### src/rtl/pwm_fade_sequencer_if.sv
// ---------------------------------------------------------------------------
// pwm_fade_sequencer_if
//   Bundles the CPU IO-bus slave port and the pwm write port of the fade
//   sequencer.
//   master : CPU-side agent; drives the cpu_* request and observes pwm_*.
//   slave  : the sequencer; accepts cpu_* and drives cpu_rdata and pwm_*.
//   cpu_sel/cpu_wstrb/cpu_addr/cpu_wdata : register access request
//   cpu_rdata                            : registered readback
//   pwm_sel/pwm_wstrb/pwm_wdata          : one-cycle duty write to the pwm
// ---------------------------------------------------------------------------
interface pwm_fade_sequencer_if;
   logic        cpu_sel;
   logic        cpu_wstrb;
   logic [1:0]  cpu_addr;
   logic [31:0] cpu_wdata;
   logic [31:0] cpu_rdata;
   logic        pwm_sel;
   logic        pwm_wstrb;
   logic [31:0] pwm_wdata;

   modport master (
      output cpu_sel, cpu_wstrb, cpu_addr, cpu_wdata,
      input  cpu_rdata, pwm_sel, pwm_wstrb, pwm_wdata
   );

   modport slave (
      input  cpu_sel, cpu_wstrb, cpu_addr, cpu_wdata,
      output cpu_rdata, pwm_sel, pwm_wstrb, pwm_wdata
   );
endinterface

### src/rtl/pwm_fade_sequencer.sv
// ---------------------------------------------------------------------------
// pwm_fade_sequencer
//   Owns the pwm write port and ramps the duty value one step at a time
//   toward a CPU-programmed target, either once or continuously between the
//   target and zero ("breathe").
//   clk    : system clock
//   resetn : synchronous reset, active low
//   bus    : CPU register port (TARGET, PERIOD, CTRL, STATUS) and pwm port
//   busy   : high whenever the sequencer is not parked in IDLE
// ---------------------------------------------------------------------------
module pwm_fade_sequencer #(
   parameter int DUTY_W  = 4,
   parameter int PRESC_W = 16
) (
   input  logic                 clk,
   input  logic                 resetn,
   pwm_fade_sequencer_if.slave  bus,
   output logic                 busy
);

   typedef enum logic [1:0] {ST_INIT, ST_IDLE, ST_WAIT, ST_WRITE} state_t;

   state_t             state_q;
   logic [DUTY_W-1:0]  target_q;
   logic [PRESC_W-1:0] period_q;
   logic               en_q;
   logic               breathe_q;
   logic [DUTY_W-1:0]  duty_q;
   logic [PRESC_W-1:0] cnt_q;
   logic               goal_zero_q;   // breathe mode: currently heading to 0
   logic               pwm_stb_q;
   logic [DUTY_W-1:0]  pwm_duty_q;
   logic [31:0]        rdata_q;
   logic [31:0]        rdata_d;

   logic               cpu_wr;
   logic [DUTY_W-1:0]  goal;
   logic [DUTY_W-1:0]  goal_flip;
   logic [DUTY_W-1:0]  duty_step;
   logic [PRESC_W-1:0] cnt_limit;
   logic               unused_wdata;

   assign cpu_wr       = bus.cpu_sel & bus.cpu_wstrb;
   assign unused_wdata = ^bus.cpu_wdata[31:PRESC_W];

   assign goal      = (breathe_q && goal_zero_q) ? '0 : target_q;
   // Goal that breathe mode turns toward once the current one is reached.
   assign goal_flip = goal_zero_q ? target_q : '0;
   // The goal always lies inside [0, 2^DUTY_W-1], so stepping toward it can
   // never wrap; only called when duty_q != goal.
   assign duty_step = (goal > duty_q) ? duty_q + DUTY_W'(1) : duty_q - DUTY_W'(1);
   // PERIOD=0 behaves like PERIOD=1.
   assign cnt_limit = (period_q == '0) ? '0 : period_q - PRESC_W'(1);

   assign busy          = (state_q != ST_IDLE);
   assign bus.pwm_sel   = pwm_stb_q;
   assign bus.pwm_wstrb = pwm_stb_q;
   assign bus.pwm_wdata = {{(32-DUTY_W){1'b0}}, pwm_duty_q};
   assign bus.cpu_rdata = rdata_q;

   // Readback mux.
   always_comb begin
      // NOTE: default assignment first so every path drives rdata_d (no latch).
      rdata_d = '0;
      case (bus.cpu_addr)
         2'd0:    rdata_d[DUTY_W-1:0]  = target_q;
         2'd1:    rdata_d[PRESC_W-1:0] = period_q;
         2'd2:    rdata_d[1:0]         = {breathe_q, en_q};
         default: begin
            rdata_d[DUTY_W]     = busy;
            rdata_d[DUTY_W-1:0] = duty_q;
         end
      endcase
   end

   // CPU register file and registered readback.
   always_ff @(posedge clk) begin
      // NOTE: sequential state uses non-blocking assignments only.
      if (!resetn) begin
         target_q  <= '0;
         period_q  <= '0;
         en_q      <= 1'b0;
         breathe_q <= 1'b0;
         rdata_q   <= '0;
      end else begin
         if (cpu_wr) begin
            case (bus.cpu_addr)
               2'd0:    target_q <= bus.cpu_wdata[DUTY_W-1:0];
               2'd1:    period_q <= bus.cpu_wdata[PRESC_W-1:0];
               2'd2: begin
                  en_q      <= bus.cpu_wdata[0];
                  breathe_q <= bus.cpu_wdata[1];
               end
               default: ;   // STATUS is read-only
            endcase
         end
         if (bus.cpu_sel) rdata_q <= rdata_d;
      end
   end

   // Ramp FSM with registered pwm strobe/data.
   always_ff @(posedge clk) begin
      if (!resetn) begin
         state_q     <= ST_INIT;
         duty_q      <= '0;
         cnt_q       <= '0;
         goal_zero_q <= 1'b0;
         pwm_stb_q   <= 1'b0;
         pwm_duty_q  <= '0;
      end else begin
         pwm_stb_q <= 1'b0;   // strobes last exactly one cycle
         case (state_q)
            ST_INIT: begin
               pwm_stb_q  <= 1'b1;
               pwm_duty_q <= '0;
               state_q    <= ST_IDLE;
            end
            ST_IDLE: begin
               if (en_q) begin
                  if (duty_q != goal) begin
                     cnt_q   <= '0;
                     state_q <= ST_WAIT;
                  end else if (breathe_q && goal_flip != duty_q) begin
                     goal_zero_q <= ~goal_zero_q;
                     cnt_q       <= '0;
                     state_q     <= ST_WAIT;
                  end
               end
            end
            ST_WAIT: begin
               if (!en_q || duty_q == goal) begin
                  // Disabled, or the goal was moved onto the current duty.
                  state_q <= ST_IDLE;
               end else if (cnt_q >= cnt_limit) begin
                  duty_q     <= duty_step;
                  pwm_duty_q <= duty_step;
                  pwm_stb_q  <= 1'b1;
                  state_q    <= ST_WRITE;
               end else begin
                  cnt_q <= cnt_q + PRESC_W'(1);
               end
            end
            ST_WRITE: begin
               cnt_q <= '0;
               if (!en_q) begin
                  state_q <= ST_IDLE;
               end else if (duty_q != goal) begin
                  state_q <= ST_WAIT;
               end else if (breathe_q && goal_flip != duty_q) begin
                  // Turn around without an idle cycle.
                  goal_zero_q <= ~goal_zero_q;
                  state_q     <= ST_WAIT;
               end else begin
                  state_q <= ST_IDLE;
               end
            end
            default: state_q <= ST_IDLE;
         endcase
      end
   end

endmodule

### src/flat_wrapper.sv
// flat-port wrapper written by rule: the top's interface ports become plain ports
module pwm_fade_sequencer_flat 
#(
   parameter int DUTY_W  = 4,
   parameter int PRESC_W = 16
)
  (clk, resetn, busy, bus_cpu_sel, bus_cpu_wstrb, bus_cpu_addr, bus_cpu_wdata, bus_cpu_rdata, bus_pwm_sel, bus_pwm_wstrb, bus_pwm_wdata);
  pwm_fade_sequencer_if bus_i ();
  input  logic clk;
  input  logic resetn;
  output logic busy;
  input wire logic [$bits(bus_i.cpu_sel)-1:0] bus_cpu_sel;
  input wire logic [$bits(bus_i.cpu_wstrb)-1:0] bus_cpu_wstrb;
  input wire logic [$bits(bus_i.cpu_addr)-1:0] bus_cpu_addr;
  input wire logic [$bits(bus_i.cpu_wdata)-1:0] bus_cpu_wdata;
  output wire logic [$bits(bus_i.cpu_rdata)-1:0] bus_cpu_rdata;
  output wire logic [$bits(bus_i.pwm_sel)-1:0] bus_pwm_sel;
  output wire logic [$bits(bus_i.pwm_wstrb)-1:0] bus_pwm_wstrb;
  output wire logic [$bits(bus_i.pwm_wdata)-1:0] bus_pwm_wdata;
  assign bus_i.cpu_sel = bus_cpu_sel;
  assign bus_i.cpu_wstrb = bus_cpu_wstrb;
  assign bus_i.cpu_addr = bus_cpu_addr;
  assign bus_i.cpu_wdata = bus_cpu_wdata;
  assign bus_cpu_rdata = bus_i.cpu_rdata;
  assign bus_pwm_sel = bus_i.pwm_sel;
  assign bus_pwm_wstrb = bus_i.pwm_wstrb;
  assign bus_pwm_wdata = bus_i.pwm_wdata;
  pwm_fade_sequencer #(.DUTY_W(DUTY_W), .PRESC_W(PRESC_W)) u_core (.clk(clk), .resetn(resetn), .bus(bus_i), .busy(busy));
endmodule
### config.mk
export PLATFORM = sky130hd
export DESIGN_NAME = pwm_fade_sequencer_flat
export DESIGN_NICKNAME = d
export VERILOG_FILES = /design/src/rtl/pwm_fade_sequencer_if.sv /design/src/rtl/pwm_fade_sequencer.sv /design/src/flat_wrapper.sv
export SDC_FILE = /design/constraint.sdc
export NUM_CORES = 1
export LEC_CHECK = 0
export BUFFER_PORTS_ARGS = -buffer_cell sky130_fd_sc_hd__buf_4
export CAP_MARGIN = 25
export CORE_AREA = 2 2 108 89
export DETAILED_ROUTE_END_ITERATION = 6
export DIE_AREA = 0 0 110 91
export MAX_ROUTING_LAYER = met4
export PLACE_DENSITY = 0.84
export SLEW_MARGIN = 20
export SYNTH_ARGS = -nofsm -noshare
export SYNTH_HDL_FRONTEND = slang
export SYNTH_SLANG_ARGS = --single-unit
### constraint.sdc
create_clock -name clk -period 4.7 [get_ports clk]
set_input_delay 1.41 -clock clk [delete_from_list [all_inputs] [get_ports clk]]
set_output_delay 1.41 -clock clk [all_outputs]
set_load 0.05 [all_outputs]
# Word-level counts from Yosys, hierarchy flattened
# Index checks and enable logic that the tools add are counted.
# word_totals
reg_bits,66
out_inout_bits,67
# classes
add_sub_neg,4
order_cmp,2
n_eq_ne,15
n_mux,29
bitwise,4
n_reduce_logical,19
# op_table
operator,n
16-bit 2-to-1 mux,6
16-bit one-hot mux with 3 select lines,1
4-bit 2-to-1 mux,5
"16-bit by 1-bit adder with 16-bit output, second input constant",1
16-bit >= comparator,1
16-bit zero test,1
2-bit 2-to-1 mux,8
"16-bit by 1-bit subtractor with 16-bit output, second input constant",1
2-bit one-hot mux with 3 select lines,2
11-bit 2-to-1 mux,1
3-bit AND reduction,3
4-bit inequality test,2
2-bit one-hot mux with 4 select lines,1
4-bit one-hot mux with 2 select lines,1
"2-bit equality test, second input constant",3
"2-bit by 1-bit inequality test with 1-bit output, second input constant",3
"3-bit by 1-bit inequality test with 1-bit output, second input constant",2
2-bit AND reduction,3
5-bit AND reduction,1
"4-bit by 1-bit adder with 4-bit output, second input constant",1
"2-bit by 1-bit equality test with 1-bit output, second input constant",2
4-bit equality test,1
4-bit > comparator,1
2-bit zero test,2
13 further kinds,20

# Logic depth before layout (Yosys ltp)
# logic_depth
ltp_word,7
depth_mapped,16
mapped_depth_nobuf,13

# Worst setup path after synthesis
# Ideal clock, no wire load.
# synth_timing
path_kind,reg2reg
from,register u_core.period_q[10]
to,register u_core.cnt_q[11]
setup_time_ns,0.127
arrival_time_ns,3.014
t_required_ns,4.573
setup_slack_ns,1.559
path_stages_with_launch,14
n_path_buf,2
path_cell_list,dfxtp_1 > buf_2 > or4_1 > nor2_1 > nand4b_2 > and2_1 > ha_1 > nand2b_1 > a2111o_1 > o2111ai_2 > nand4_4 > buf_2 > o2111ai_1 > nand3_1
# synth_between
elab_chain_len,5
elab_cells_between_ends,6
# synth_lines
item,line_no,source
from (decl),pwm_fade_sequencer.sv:25,logic [PRESC_W-1:0] period_q;
from (signal assigned),pwm_fade_sequencer.sv:89,2'd1: period_q <= bus.cpu_wdata[PRESC_W-1:0];
16-bit by 1-bit subtractor with 16-bit output or 16-bit zero test (tied branches),pwm_fade_sequencer.sv:53,assign cnt_limit = (period_q == '0) ? '0 : period_q - PRESC_W'(1);
16-bit 2-to-1 mux (*),pwm_fade_sequencer.sv:53,
16-bit >= comparator (*),pwm_fade_sequencer.sv:134,end else if (cnt_q >= cnt_limit) begin
2-bit inequality test (no source line) (*),-,
5-bit AND reduction (no source line) (*),-,
to (signal assigned),pwm_fade_sequencer.sv:140,cnt_q <= cnt_q + PRESC_W'(1);
to (decl),pwm_fade_sequencer.sv:29,logic [PRESC_W-1:0] cnt_q;
# Mark *: on every way between the ends. The rest lies on a longest branch, timed or not.
# A chain may end at the register's enable or synchronous reset.

# Final worst setup path
# layout_timing
from,register u_core.period_q[10]
to,register u_core.cnt_q[12]
# Same word-level chain as after synthesis.

==> flow_results.org <==
** Status
- The run finished with clean final reports.

** Clocking
- TritonCTS created 9 clock buffers.
- Skew-Pair Late Insertion Delay :: ~0.36 ns
- TritonCTS built the clock tree.
- Number of buffers on the longest clock path :: 2
- # clock sinks :: 66
- Clock-pin slew was measured on the worst setup and hold paths at 0.08 ns.
- In this run, post-CTS hold repair placed 0 buffers.
- Once the clock tree was built, the setup fixing pass inserted 0 buffers.
- H-tree level count :: 3
- After clock tree synthesis, the repair step resized 0 gates.
- Buffer cell driving the clock tree root :: sky130_fd_sc_hd__clkbuf_8

** Drt
- Post-DR wirelength/cell :: 14.1 um
- The pre-antenna-repair detailed-routing pass consisted of 4 iterations.
- Via Count :: 3,790
- Avg Vias per Cell :: 5.57
- Final routed DRC violation total :: 0
- The first routing iteration left 203 violations.
- Number of routed nets with antenna violations :: 0
- Post-detailed-routing wire length :: approximately 9600 um

** Synth
- Dominant register cell in the synthesized netlist :: sky130_fd_sc_hd__dfxtp_1
- Counting flops with an async set or reset pin after synthesis yields a share of 0%.
- The synthesized netlist devotes 7.67% of its cell area to adder and majority cells.
- Fraction of synthesized area in multiplexers :: 3.34%
- Yosys mapped the design onto 57 distinct sky130hd cell types.
- Share of synthesized area occupied by flip-flops and latches :: approximately 30%
- Number of flip-flops and latches in the synthesized netlist :: 66
- The synthesized netlist devotes 3.84% of its cell area to XOR and XNOR gates.
- Synth Instances :: 538
- Compound-Gate Fraction of Synth Area :: 16.6%
- Post-synthesis instance area :: 4340 um2
- Post-Syn Area per Cell :: 8.07 um2
- Number of enable flip-flop cells after synthesis :: 0
- Fraction of the mapped netlist area in simple logic gates :: 25.8%
- After synthesis, the largest family of logic cells by area is simple AND/OR/NAND/NOR gates.
- The Yosys step of the flow raised 0 warnings.

** Setup path
- Critical path cell sequence :: or4_1, nor2_1, nand4b_2, and2_1, ha_1, nand2b_1, a2111o_1, o2111ai_2, nand4_4, o211ai_2, a31oi_1
- Max stage delay cell, worst path :: sky130_fd_sc_hd__or4_1
- Cell class contributing the biggest share of worst-path delay :: simple AND/OR/NAND/NOR gates
- Worst path bufs/invs :: 0
- In this run the critical register-to-register path is captured at u_core.cnt_q[12].
- Measured in cells, the most critical reg-to-reg path has a length of 11.
- Data on the critical path is required at its endpoint by 4.93 ns.
- STA classifies the critical path endpoint as a flop.
- The critical path is of the flop to flop type.
- Data arrives at the worst endpoint at 4.07 ns.
- Of all nets on the critical path, the largest fanout is 19.
- Worst setup SP type :: flop
- Setup slack, reg-to-reg :: approximately 0.86 ns
- Delay of the slowest critical-path stage :: about 0.57 ns
- The startpoint identified for the worst register-to-register timing path is u_core.period_q[10].

** Final layout
- Layout area overhead :: 9.11%
- Leaving out fill and tap cells, the most frequent cell in the layout is sky130_fd_sc_hd__nand2_1.
- In the layout the commonest cells are sky130_fd_sc_hd__nand2_1, sky130_fd_sc_hd__dfxtp_1, sky130_fd_sc_hd__buf_4, sky130_fd_sc_hd__conb_1, sky130_fd_sc_hd__nor2_1.
- Share of layout cells above drive strength 1 :: 13.8%
- 0 antenna diodes ended up in the layout.
- Finished Cell Area :: about 4700 um2
- Final net count :: 625

** Floorplanning
- Starting utilization of the core area :: approximately half
- The die covers around 10,000 um2.
- Vertical extent of the die :: 91 um
- Measured along the x axis, the die boundary spans 110 um.
- The core region is 8880 um2.
- The floorplan has 31 rows.
- In this run the count of I/O pins placed on the die edge is 105.

** STA
- Setup violations remaining at the end of the flow were counted as 0.
- Hold is met by 0.478 ns.
- Based on the critical path, the design can be clocked at up to roughly 260 MHz.
- Between clock sinks in the finished design, the worst skew comes to 0.0149 ns.
- The smallest clock period supported by the final layout is computed as 3.84 ns.
- Dividing the final minimum period by the clock period gives about four fifths.
- Setup total negative slack on the finished layout was measured at 0 ns.
- Transition time at the pin with the least slew margin :: 0.937 ns
- Total count of max-transition violations in the final report :: 0
- Headroom to the max-slew limit :: 36.7%
- Final hold violations :: 0
- RSZ-0062 raised after global routing :: no
- Setup slack closes at 0.865 ns.

** Place
- Final weighted congestion in routability-driven placement :: 0.896
- Post-Place Cell Area :: about 4500 um2
- After legalization and detailed placement, the total HPWL measured approximately 7000 um.
- Worst slack after detailed placement :: around 0.95 ns
- Port buffer count :: 44

** Power and ir drop
- IR analysis of the VDD net gives a maximum drop of slightly below 0.0002 V.
- The analysis attributes to net switching a power of 0.428 mW.
- Net switching share of the total power :: 30.7%
- Overall power consumption after layout is estimated at 1.40 mW.
- Internal Pwr Total :: 0.968 mW
- Per report_power, the sequential group accounts for ~41% of the total.
- Clock network fraction of total power :: between 40% and 50%
- Power spread over the standard cell area amounts to 295 nW/um2.
- Leakage power :: between 2 and 2.5 nW
- Combinational logic burns between 10% and 20% of the power.

** Global route
- The first global-routing pass estimated 16,100 um of wire.
- Number of global-route vias before repair :: 3,544
- Overflow left after global routing :: 0
- Across every metal layer, demand over resource in global routing totals 20.4%.
- Largest net degree at the start of global routing :: 44
- Initial antenna violation count :: 0

** Min path
- In this run the most critical hold path is launched from u_core.pwm_duty_q[1].
- Counting instances, the worst hold path has a depth of 1.
- In this run the worst hold path is classified as flop to flop.
- Worst Hold End :: u_core.pwm_duty_q[1]

** Flow run
- Max-cap violation count :: 0
==> layer usage <==
layer	vias to the layer above	wire [um]	global-route usage, %	share of wire (%)
met3	12	552	4.52	5.7
met1	1796	4410	26.4	46
met2	121	4530	31.7	47
met4	0	120	6.01	1.2
met5	-	0	-	0
li1	1861	-	-	-
==> stage by stage <==
stage                     cells  util, %
after floorplan             581        -
after global placement      665     50.6
after detailed placement    665     50.6
after CTS                   681     53.3
after global routing        681     53.3
final                       681     53.3
==> layout make-up <==
cell class | instances | area (um2)
multi-input combinational | 428 | 2650
clock inverter | 5 | 85.1
inverter | 10 | 37.5
timing repair buffer | 46 | 345
tap | 115 | 144
fill | 804 | 4150
sequential | 66 | 1320
clock buffer | 11 | 151
==> flip-flops by register name, summed over array words and instances, names as in the netlist <==
register / cells
u_core.breathe_q: 1
u_core.bus.cpu_rdata: 16
u_core.bus.pwm_sel: 1
u_core.cnt_q: 16
u_core.duty_q: 4
u_core.en_q: 1
u_core.goal_zero_q: 1
u_core.period_q: 16
u_core.pwm_duty_q: 4
u_core.state_q: 2
u_core.target_q: 4
==> worst max path at each step <==
stage                        startpoint               end  slack [ns]  depth (start not counted)
floorplan           u_core.period_q[10]  u_core.cnt_q[11]        1.56                         13
finish              u_core.period_q[10]  u_core.cnt_q[12]        0.86                         11
CTS                 u_core.period_q[10]  u_core.cnt_q[12]        0.93                         11
global route        u_core.period_q[10]  u_core.cnt_q[12]        0.63                         11
detailed placement  u_core.period_q[10]  u_core.cnt_q[12]        0.95                         11
global placement    u_core.period_q[10]  u_core.cnt_q[12]        1.08                         11
==> cells in the mapped netlist (all sizes together) (8+ instances only) <==
master	number	area (um2)
clkbuf	19	71.3
xor2	11	96.3
nand2	83	312
ha	25	313
inv	9	33.8
buf	58	420
nor2	42	158
nor2b	14	87.6
dfxtp	66	1320
mux2i	10	100
a21oi	36	180
xnor2	8	70.1
nand3	32	165
nor3	10	60.1
o2111ai	14	129
o211ai	9	72.6
==> power groups by stage <==
| stage | Sequential (mW) | Combinational [mW] | Clock, mW |
|---|---|---|---|
| floorplan | 0.590 | 0.236 | 0 |
| global placement | 0.586 | 0.247 | 0 |
| detailed placement | 0.587 | 0.255 | 0 |
| CTS | 0.574 | 0.256 | 0.569 |
| global route | 0.575 | 0.284 | 0.588 |
| finish | 0.574 | 0.257 | 0.566 |
==> cells by family (layout without fill, tap and decap cells) <==
family	count (synthesis)	count (layout)
AO/OA/AOI/OAI	102	102
XOR/XNOR	19	19
adder cells (fa/ha/maj)	26	26
buffers and inverters	87	72
flip-flops	66	66
multiplexers	12	12
other	1	44
AND/OR/NAND/NOR	225	225
Power figures use the tool's default switching activity.
